**src/rtl/cell_sweep_driver.sv**
```systemverilog
// cell_sweep_driver: host-side sequencer for the cell-mux test tile.
// Drives the tile clock, page_mode and switches. Each page gets one page-write
// transaction, followed by 64 vector transactions. The tile output is sampled
// on the last HIGH cycle of every vector transaction and folded into a
// CRC-16-CCITT signature (poly 0x1021, init 0xFFFF, MSB first, no reflection,
// no final xor).
// Timing: a sweep of N pages raises done 130*HALF*N + 1 cycles after the
// cycle that accepted start. The extra cycle is the registered done update
// after the final HIGH cycle. An empty range raises done (and err) one cycle
// after start.
module cell_sweep_driver #(
  parameter int unsigned HALF     = 4,
  parameter int unsigned MAX_PAGE = 55
) (
  input  logic        clk,
  input  logic        rst,
  input  logic        start,
  input  logic [5:0]  page_first,
  input  logic [5:0]  page_last,
  input  logic [7:0]  dut_out,
  output logic [7:0]  dut_io,
  output logic        busy,
  output logic        done,
  output logic        err,
  output logic [5:0]  cur_page,
  output logic        sample_valid,
  output logic [7:0]  sample_data,
  output logic [15:0] signature
);

  localparam int unsigned    CW       = $clog2(HALF) + 1;
  localparam logic [CW-1:0]  LAST_CNT = CW'(HALF - 1);
  localparam logic [5:0]     MAXP     = 6'(MAX_PAGE);

  typedef enum logic [1:0] {
    S_IDLE,
    S_PAGE,
    S_VEC,
    S_DONE
  } state_t;

  state_t        r_state, w_nxt_state;
  logic [CW-1:0] r_cnt, w_nxt_cnt;
  logic          r_high, w_nxt_high;
  logic [5:0]    r_vec, w_nxt_vec;
  logic [5:0]    r_page, w_nxt_page;
  logic [5:0]    r_last, w_nxt_last;
  logic [7:0]    r_io, w_nxt_io;
  logic          r_busy, w_nxt_busy;
  logic          r_done, w_nxt_done;
  logic          r_err, w_nxt_err;
  logic          r_sv, w_nxt_sv;
  logic [7:0]    r_sd, w_nxt_sd;
  logic [15:0]   r_sig, w_nxt_sig;

  logic [5:0]    w_clamped;
  logic          w_empty;
  logic          w_half_end;

  function automatic logic [15:0] crc16_byte(input logic [15:0] c_in,
                                             input logic [7:0]  d_in);
    logic [15:0] c;
    logic [7:0]  d;
    logic        fb;
    c = c_in;
    d = d_in;
    for (int unsigned i = 0; i < 8; i++) begin
      fb = c[15] ^ d[7];
      c  = {c[14:0], 1'b0};
      if (fb) c = c ^ 16'h1021;
      d  = {d[6:0], 1'b0};
    end
    return c;
  endfunction

  // Range clamping and phase-end detection for the current half period.
  always_comb begin
    w_clamped  = (page_last > MAXP) ? MAXP : page_last;
    w_empty    = (page_first > w_clamped);
    w_half_end = (r_cnt == LAST_CNT);
  end

  // Next-state and next-output logic. Every register defaults to holding its value.
  always_comb begin
    w_nxt_state = r_state;
    w_nxt_cnt   = r_cnt;
    w_nxt_high  = r_high;
    w_nxt_vec   = r_vec;
    w_nxt_page  = r_page;
    w_nxt_last  = r_last;
    w_nxt_io    = r_io;
    w_nxt_busy  = r_busy;
    w_nxt_done  = r_done;
    w_nxt_err   = r_err;
    w_nxt_sv    = 1'b0;
    w_nxt_sd    = r_sd;
    w_nxt_sig   = r_sig;
    case (r_state)
      S_IDLE, S_DONE: begin
        if (start) begin
          w_nxt_sig = 16'hFFFF;
          if (w_empty) begin
            w_nxt_state = S_DONE;
            w_nxt_busy  = 1'b0;
            w_nxt_done  = 1'b1;
            w_nxt_err   = 1'b1;
            w_nxt_io    = '0;
          end else begin
            w_nxt_state = S_PAGE;
            w_nxt_busy  = 1'b1;
            w_nxt_done  = 1'b0;
            w_nxt_err   = 1'b0;
            w_nxt_page  = page_first;
            w_nxt_last  = w_clamped;
            w_nxt_cnt   = '0;
            w_nxt_high  = 1'b0;
            w_nxt_io    = {page_first, 1'b1, 1'b0};
          end
        end
      end
      S_PAGE, S_VEC: begin
        if (!w_half_end) begin
          w_nxt_cnt = r_cnt + CW'(1);
        end else if (!r_high) begin
          w_nxt_cnt   = '0;
          w_nxt_high  = 1'b1;
          w_nxt_io[0] = 1'b1;
        end else begin
          // End of transaction. The next transaction's pins load on this edge,
          // so they are already stable during its first LOW cycle.
          w_nxt_cnt  = '0;
          w_nxt_high = 1'b0;
          if (r_state == S_PAGE) begin
            w_nxt_vec   = '0;
            w_nxt_state = S_VEC;
            w_nxt_io    = {6'd0, 1'b0, 1'b0};
          end else begin
            w_nxt_sv  = 1'b1;
            w_nxt_sd  = dut_out;
            w_nxt_sig = crc16_byte(r_sig, dut_out);
            if (r_vec != 6'd63) begin
              w_nxt_vec = r_vec + 6'd1;
              w_nxt_io  = {r_vec + 6'd1, 1'b0, 1'b0};
            end else if (r_page == r_last) begin
              w_nxt_state = S_DONE;
              w_nxt_busy  = 1'b0;
              w_nxt_done  = 1'b1;
              w_nxt_io    = '0;
            end else begin
              w_nxt_page  = r_page + 6'd1;
              w_nxt_state = S_PAGE;
              w_nxt_io    = {r_page + 6'd1, 1'b1, 1'b0};
            end
          end
        end
      end
      default: begin
        w_nxt_state = S_IDLE;
        w_nxt_io    = '0;
      end
    endcase
  end

  // State register. Reset drops the tile clock and all pins immediately.
  always_ff @(posedge clk or posedge rst) begin
    if (rst) begin
      r_state <= S_IDLE;
      r_cnt   <= '0;
      r_high  <= 1'b0;
      r_vec   <= '0;
      r_page  <= '0;
      r_last  <= '0;
      r_io    <= '0;
      r_busy  <= 1'b0;
      r_done  <= 1'b0;
      r_err   <= 1'b0;
      r_sv    <= 1'b0;
      r_sd    <= '0;
      r_sig   <= 16'hFFFF;
    end else begin
      r_state <= w_nxt_state;
      r_cnt   <= w_nxt_cnt;
      r_high  <= w_nxt_high;
      r_vec   <= w_nxt_vec;
      r_page  <= w_nxt_page;
      r_last  <= w_nxt_last;
      r_io    <= w_nxt_io;
      r_busy  <= w_nxt_busy;
      r_done  <= w_nxt_done;
      r_err   <= w_nxt_err;
      r_sv    <= w_nxt_sv;
      r_sd    <= w_nxt_sd;
      r_sig   <= w_nxt_sig;
    end
  end

  assign dut_io       = r_io;
  assign busy         = r_busy;
  assign done         = r_done;
  assign err          = r_err;
  assign cur_page     = r_page;
  assign sample_valid = r_sv;
  assign sample_data  = r_sd;
  assign signature    = r_sig;

endmodule

```
**config.mk**
```make
export PLATFORM = sky130hd
export DESIGN_NAME = cell_sweep_driver
export DESIGN_NICKNAME = d
export VERILOG_FILES = /design/src/rtl/cell_sweep_driver.sv
export SDC_FILE = /design/constraint.sdc
export NUM_CORES = 1
export LEC_CHECK = 0
export CAP_MARGIN = 15
export CORE_ASPECT_RATIO = 0.7
export CORE_UTILIZATION = 54
export CTS_BUF_LIST = sky130_fd_sc_hd__clkbuf_4 sky130_fd_sc_hd__clkbuf_8
export DETAILED_ROUTE_END_ITERATION = 7
export PLACE_DENSITY = 0.92
export SETUP_SLACK_MARGIN = 0.15
export SYNTH_ARGS = -nofsm -noshare
export SYNTH_HDL_FRONTEND = slang
export SYNTH_SLANG_ARGS = --single-unit
```
**constraint.sdc**
```tcl
create_clock -name clk -period 2.6 [get_ports clk]
set_clock_uncertainty 0.2 [all_clocks]
set_input_delay 0.39 -clock clk [delete_from_list [all_inputs] [get_ports clk]]
set_output_delay 0.39 -clock clk [all_outputs]
set_load 0.01 [all_outputs]
```
==> reports/qor.csv, run 1 <==
metric,value,unit
outcome,finished with violations,
failing checks,design-rule violations,
Filler Cells Inserted,432,
Worst Tran Pin Value,0.676,ns
"Arr. time, crit path",2.38,ns
Via Count,3192,
clock sink count,60,
"Clk Latency, worst-skew pair",0.35,ns
total track usage,30.4,%
Placed Instances,521,
instance count of the mapped netlist,368,
Top Ports,65,
Main synth FF type,dfrtp_1,
post-synthesis mux area share,2.70,%
RR Startpoint,r_state[1]$_DFFE_PP0P_,
"non-filler cells, final",540,
Max transition margin,54.9,%
fin nets,491,
Synthesis Warnings,0,
final wirelength,9680,um
area grow syn2layout,32.6,%
max-slew violations,0,
grt ovf,0,
fmax,0.427,GHz
Post-synth ARST share,100,%
simple-gate area share of the yosys netlist,17.2,%
PD cells,723,nW/um2
largest area contributor in the netlist,dfrtp_1,
Die Width,97.8,um
Place WS,-0.386,ns
Antenna Violating Nets Remaining,0,
WP data required,2.63,ns
max-cap viol count,0,
Num CTS Buffers,9,
core area,6220,um2
Mapped Avg Cell Area,9.43,um2
Area contributors post-synth,"dfrtp_1, dfstp_2, xnor2_1",
vias in the first global route,3111,
Critical Path Start Type,input pin,
fin area,4600,um2
Critical Path Sink Type,register,
residual DRC count,8,
count of cell types in the netlist,63,
final hold viol count,0,
Via density,5.91,
combinational family with the most area after synthesis,compound AO/OA/AOI/OAI gates,
initial drt markers,334,
Post-DP HPWL,7080,um
R2R Setup Slk,0.26,ns
Leak,0.00204,uW
Final GP Congestion,0.985,
Hold Worst Slack,0.206,ns
peak supply drop,0.614,mV
TritonCTS clock tree,done,
clock-pin slew of the registers on the worst-case setup and hold paths,0.07,ns
average routed wire per standard cell,17.9,um
Post-synth EDFFs,0,
FF-to-FF End,cur_page[5]$_DFFE_PP0P_,
Reg2Reg Depth,8,
CTS H-tree depth,3,
#FFs+latches synth,60,
post-synthesis sequential area ratio,43.9,%
xor and xnor area share after synthesis,9.30,%
Final Cycle Share,90.1,%
Post-DP Area,4330,um2
Mapped Area,3470,um2
port bufs,64,
top-count cell post-synth,nand2_1,
Starting Density,55.8,%
antenna diode count,0,
first-pass GRT wire length,15800,um
top post-synthesis cells by count,"nand2_1, dfrtp_1, nor2_1",
share of the synthesized area in the top cell type,31.7,%
Final Setup Violations,0,
Synth Area in Compound Gates,18.2,%
Final Worst Setup Slack,0.257,ns
clk buf depth,2,
Hold/Removal Path Class,in -> async,
Setup TNS,0,ns
full die area,6750,um2
crit path kind,in -> reg,
DIE HEIGHT,69.1,um
clk root buf,clkbuf_8,
share of layout cells above drive strength 1,20.6,%
initial antenna violation count,0,
RSZ-0062 raised after global routing,yes,
drt pass-1 iters,7,
Crit Path Max Fanout,6,
row count,24,
largest net degree at the start of global routing,29,
adder-cell share of the synthesized area,3.97,%
net count after synthesis,402,
min Tclk post-route,2.34,ns
## report_power, final
group	leakage, uW	internal [uW]	switching (uW)	total [uW]
sequential	0.000708	1160	140	1300
clock	0.000107	489	371	859
combinational	0.00122	605	558	1160
total	0.00204	2260	1070	3330
## stage by stage
step,utilization [%],power (uW)
6_report,74.0,3330
5_1_grt,74.0,3490
4_1_cts,73.0,3320
3_5_place_dp,69.6,2440
3_3_place_gp,69.6,2380
2_1_floorplan,-,1940
## critical path: stages
cell and delay (ns):
dlygate4sd2_1 0.29, inv_1 0.13, o21ai_2 0.07, ha_1 0.31
nand4_1 0.13, or2_2 0.33, o31ai_1 0.07, buf_4 0.20
buf_6 0.13, nand2_1 0.07, a31o_2 0.25
## sequential cells by signal, summed over array words and instances (netlist names)
signal	count
busy	1
cur_page	6
done	1
dut_io	8
err	1
r_cnt	3
r_high	1
r_last	6
r_state	2
r_vec	6
sample_data	8
sample_valid	1
signature	16
## what timing repair did
item | 4_1_cts | 5_1_grt
endpoints found under the hold margin | 0 | 0
hold buffers | 0 | 0
gates resized for setup | 7 | 9
pin swaps | 0 | 3
endpoints found under the setup margin | 23 | 34
cloned | 0 | 0
buffers inserted | 0 | 3
## per-layer routing
metal,GRT usage (%),vias to the layer above,part of all wire (%)
met5,0,-,0
met4,10.8,0,2.1
met3,8.62,25,9.1
met2,45.6,167,45
met1,42.3,1533,44
li1,-,1467,-
## cell families (layout without fill, tap and decap cells)
group                      count (synthesis)  count (layout)
adders and majority gates                 11              11
buffers and inverters                     36             130
DFF                                       60              60
xor gates and xnor gates                  36              36
AOI/OAI and AO/OA                         88              88
muxes                                      9               9
and+or+nand+nor                          128             128
## cell type report
class | instances | area [um2] | share of cell area (%)
timing repair buffer | 96 | 885 | 19.2
tap | 78 | 97.6 | 2.12
inverter | 18 | 67.6 | 1.47
clock inverter | 4 | 48.8 | 1.06
multi-input combinational | 272 | 1830 | 39.7
sequential | 60 | 1520 | 33.1
clock buffer | 12 | 153 | 3.32
## how the worst max path moves through the flow
stage,startpoint,end,slack [ns]
3_3_place_gp,page_last[4],r_last[4]$_DFFE_PP0P_,-0.30
2_1_floorplan,page_last[4],cur_page[2]$_DFFE_PP0P_,0.29
5_1_grt,page_last[5],r_cnt[0]$_DFFE_PP0P_,0.1
4_1_cts,r_state[0]$_DFFE_PP0P_,cur_page[5]$_DFFE_PP0P_,0.15
3_5_place_dp,page_last[4],r_last[1]$_DFFE_PP0P_,-0.39
6_report,page_last[5],r_cnt[0]$_DFFE_PP0P_,0.26
## cell usage in the layout (no fill, tap or decap), types with 11 or more instances in the layout
master | synthesis | routed
nand2_1 | 45 | 44
xnor2_1 | 25 | 25
dfstp_2 | 16 | 16
buf_4 | 3 | 30
nor2_1 | 42 | 41
clkdlybuf4s50_1 | 0 | 61
inv_1 | 17 | 16
a21oi_1 | 27 | 27
a31oi_1 | 13 | 11
dfrtp_1 | 44 | 44
(Power assumes the default switching activity.)
==> run 2: changes to the inputs <==
--- a/config.mk
+++ b/config.mk
@@ -11,7 +11,7 @@
 export CTS_BUF_LIST = sky130_fd_sc_hd__clkbuf_4 sky130_fd_sc_hd__clkbuf_8
 export DETAILED_ROUTE_END_ITERATION = 7
 export PLACE_DENSITY = 0.92
-export SETUP_SLACK_MARGIN = 0.15
+export SETUP_SLACK_MARGIN = 0.4
 export SYNTH_ARGS = -nofsm -noshare
 export SYNTH_HDL_FRONTEND = slang
 export SYNTH_SLANG_ARGS = --single-unit
==> reports/qor.csv, run 2 (synthesis gave the netlist of run 1 again) <==
metric,value,unit,change
Top Family by Delay on Critical Path,compound AO/OA/AOI/OAI gates,,
Filler Cells Inserted,379,,-12%
grt ovf,0,,unchanged
Die Width,97.8,um,unchanged
vias in the first global route,3360,,+8.0%
Via Count,3483,,+9.1%
Antenna Violating Nets Remaining,0,,unchanged
Post-DP Area,4340,um2,+0.29%
max reg flops,16,,unchanged
Leak,0.00212,uW,+3.7%
initial drt markers,492,,+47%
Final GP Congestion,0.885,,-10%
cts hold-fix bufs,0,,unchanged
initial antenna violation count,0,,unchanged
Final Setup Violations,0,,unchanged
antenna diode count,0,,unchanged
Critical Path Sink Type,register,,
row count,24,,unchanged
clk root buf,clkbuf_8,,
Via density,6.37,,+7.7%
critical path's slowest cell,dfrtp_1,,
drt pass-1 iters,8,,+1
Max transition margin,59.8,%,+4.8 points
failing checks,design-rule violations,,
clk buf depth,2,,unchanged
Final Cycle Share,84.6,%,-5.5 points
Placed Instances,520,,-0.19%
clock-pin slew of the registers on the worst-case setup and hold paths,0.07,ns,about the same
PD cells,691,nW/um2,-4.4%
final wirelength,11100,um,+14%
average routed wire per standard cell,20.2,um,+13%
CTS H-tree depth,3,,unchanged
WP data required,2.65,ns,+0.02 ns
total track usage,33.0,%,+2.6 points
Crit Path Max Fanout,8,,+2
"commonest non-fill, non-tap cell in the layout",clkdlybuf4s50_1,,
min Tclk post-route,2.20,ns,-0.143 ns
fin util,77.7,%,+3.7 points
"Clk Latency, worst-skew pair",0.35,ns,about the same
Critical Path Start Type,register,,
worst path cell trace,xnor2_2 > and2_2 > a2111oi_4 > nand2_1 > a31oi_1,,
worst path buffer plus inverter count,0,,-4
"Arr. time, crit path",2.25,ns,-0.13 ns
Post-DP HPWL,7180,um,+1.4%
"non-filler cells, final",547,,+1.3%
area grow syn2layout,39.2,%,
Hold Startpoint,page_last[5],,
worst setup path startpoint,cur_page[2]$_DFFE_PP0P_,,
Hold/Removal Path Class,in -> reg,,
RSZ-0062 raised after global routing,yes,,
core area,6220,um2,unchanged
first-pass GRT wire length,17100,um,+7.9%
share of layout cells above drive strength 1,26.9,%,+6.3 points
slowest cell delay on critical path,0.63,ns,+0.30 ns
TritonCTS clock tree,done,,
Worst Tran Pin Value,0.604,ns,-0.0727 ns
Top Ports,65,,unchanged
DIE HEIGHT,69.1,um,unchanged
fin area,4830,um2,+5.0%
crit path kind,reg -> reg,,
max-slew violations,0,,unchanged
largest net degree at the start of global routing,37,,+28%
RR Startpoint,cur_page[2]$_DFFE_PP0P_,,
peak supply drop,0.529,mV,-14%
final hold viol count,0,,unchanged
residual DRC count,7,,-1
fmax,0.454,GHz,+6.5%
total power,3340,uW,+0.37%
Starting Density,55.8,%,unchanged
full die area,6750,um2,unchanged
outcome,finished with violations,,
clock sink count,60,,unchanged
fin nets,498,,+1.4%
most frequent cells in the layout,"clkdlybuf4s50_1, dfrtp_1, nand2_1, nor2_1, buf_4",,
max-cap viol count,0,,unchanged
Setup TNS,0,ns,unchanged
Num CTS Buffers,9,,unchanged
port bufs,64,,unchanged
[run 2: final timing paths]
path	end	cells past startpoint	slack, ns
max	dut_io[5]$_DFFE_PP0P_	5	0.40
min	r_last[5]$_DFFE_PP0P_	2	0.20
max reg2reg	dut_io[5]$_DFFE_PP0P_	5	0.40
min reg2reg	sample_data[0]$_DFFE_PP0P_	2	0.28
max in group asynchronous	signature[11]$_DFFE_PP1P_	3	1.33
min in group asynchronous	sample_data[5]$_DFFE_PP0P_	2	0.22
[run 2: power by group]
group | internal, uW | leakage [uW] | switching, uW
Clock | 459 | 0.0000999 | 378
Sequential | 1160 | 0.000707 | 136
Combinational | 616 | 0.00131 | 586
Total | 2240 | 0.00212 | 1100
[run 2: layout make-up]
class / instances / area (um2) / share of cell area [%]
sequential: 60 / 1520 / 31.5
multi-input combinational: 272 / 2010 / 41.6
clock buffer: 11 / 139 / 2.88
clock inverter: 5 / 52.6 / 1.09
timing repair buffer: 103 / 943 / 19.5
inverter: 18 / 67.6 / 1.40
tap: 78 / 97.6 / 2.02
[run 2: worst reg2reg max path, cell delays in order (launching register included)]
cell and delay (ns):
dfrtp_1 0.63, xnor2_2 0.19, and2_2 0.28, a2111oi_4 0.45, nand2_1 0.11, a31oi_1 0.23
[run 2: what timing repair did]
item                                    in CTS  in global routing
pin swaps                                   13                 13
resized for setup                           41                 20
endpoints found under the setup margin      36                 30
buffers inserted                             6                  5
gates cloned                                 0                  0
[run 2: through the flow]
step | hold slack [ns] | setup WS [ns]
after CTS | 0.237 | 0.402
after global routing | 0.212 | 0.312
after floorplan | 0.293 | 0.409
after global placement | 0.258 | -0.223
final | 0.198 | 0.399
after detailed placement | 0.269 | -0.336
[run 2: routing by layer]
metal / GRT usage, % / routed length, um
met1: 44.7 / 4470
met2: 48.8 / 4880
met3: 9.43 / 1200
met4: 15.8 / 517
met5: 0 / 0
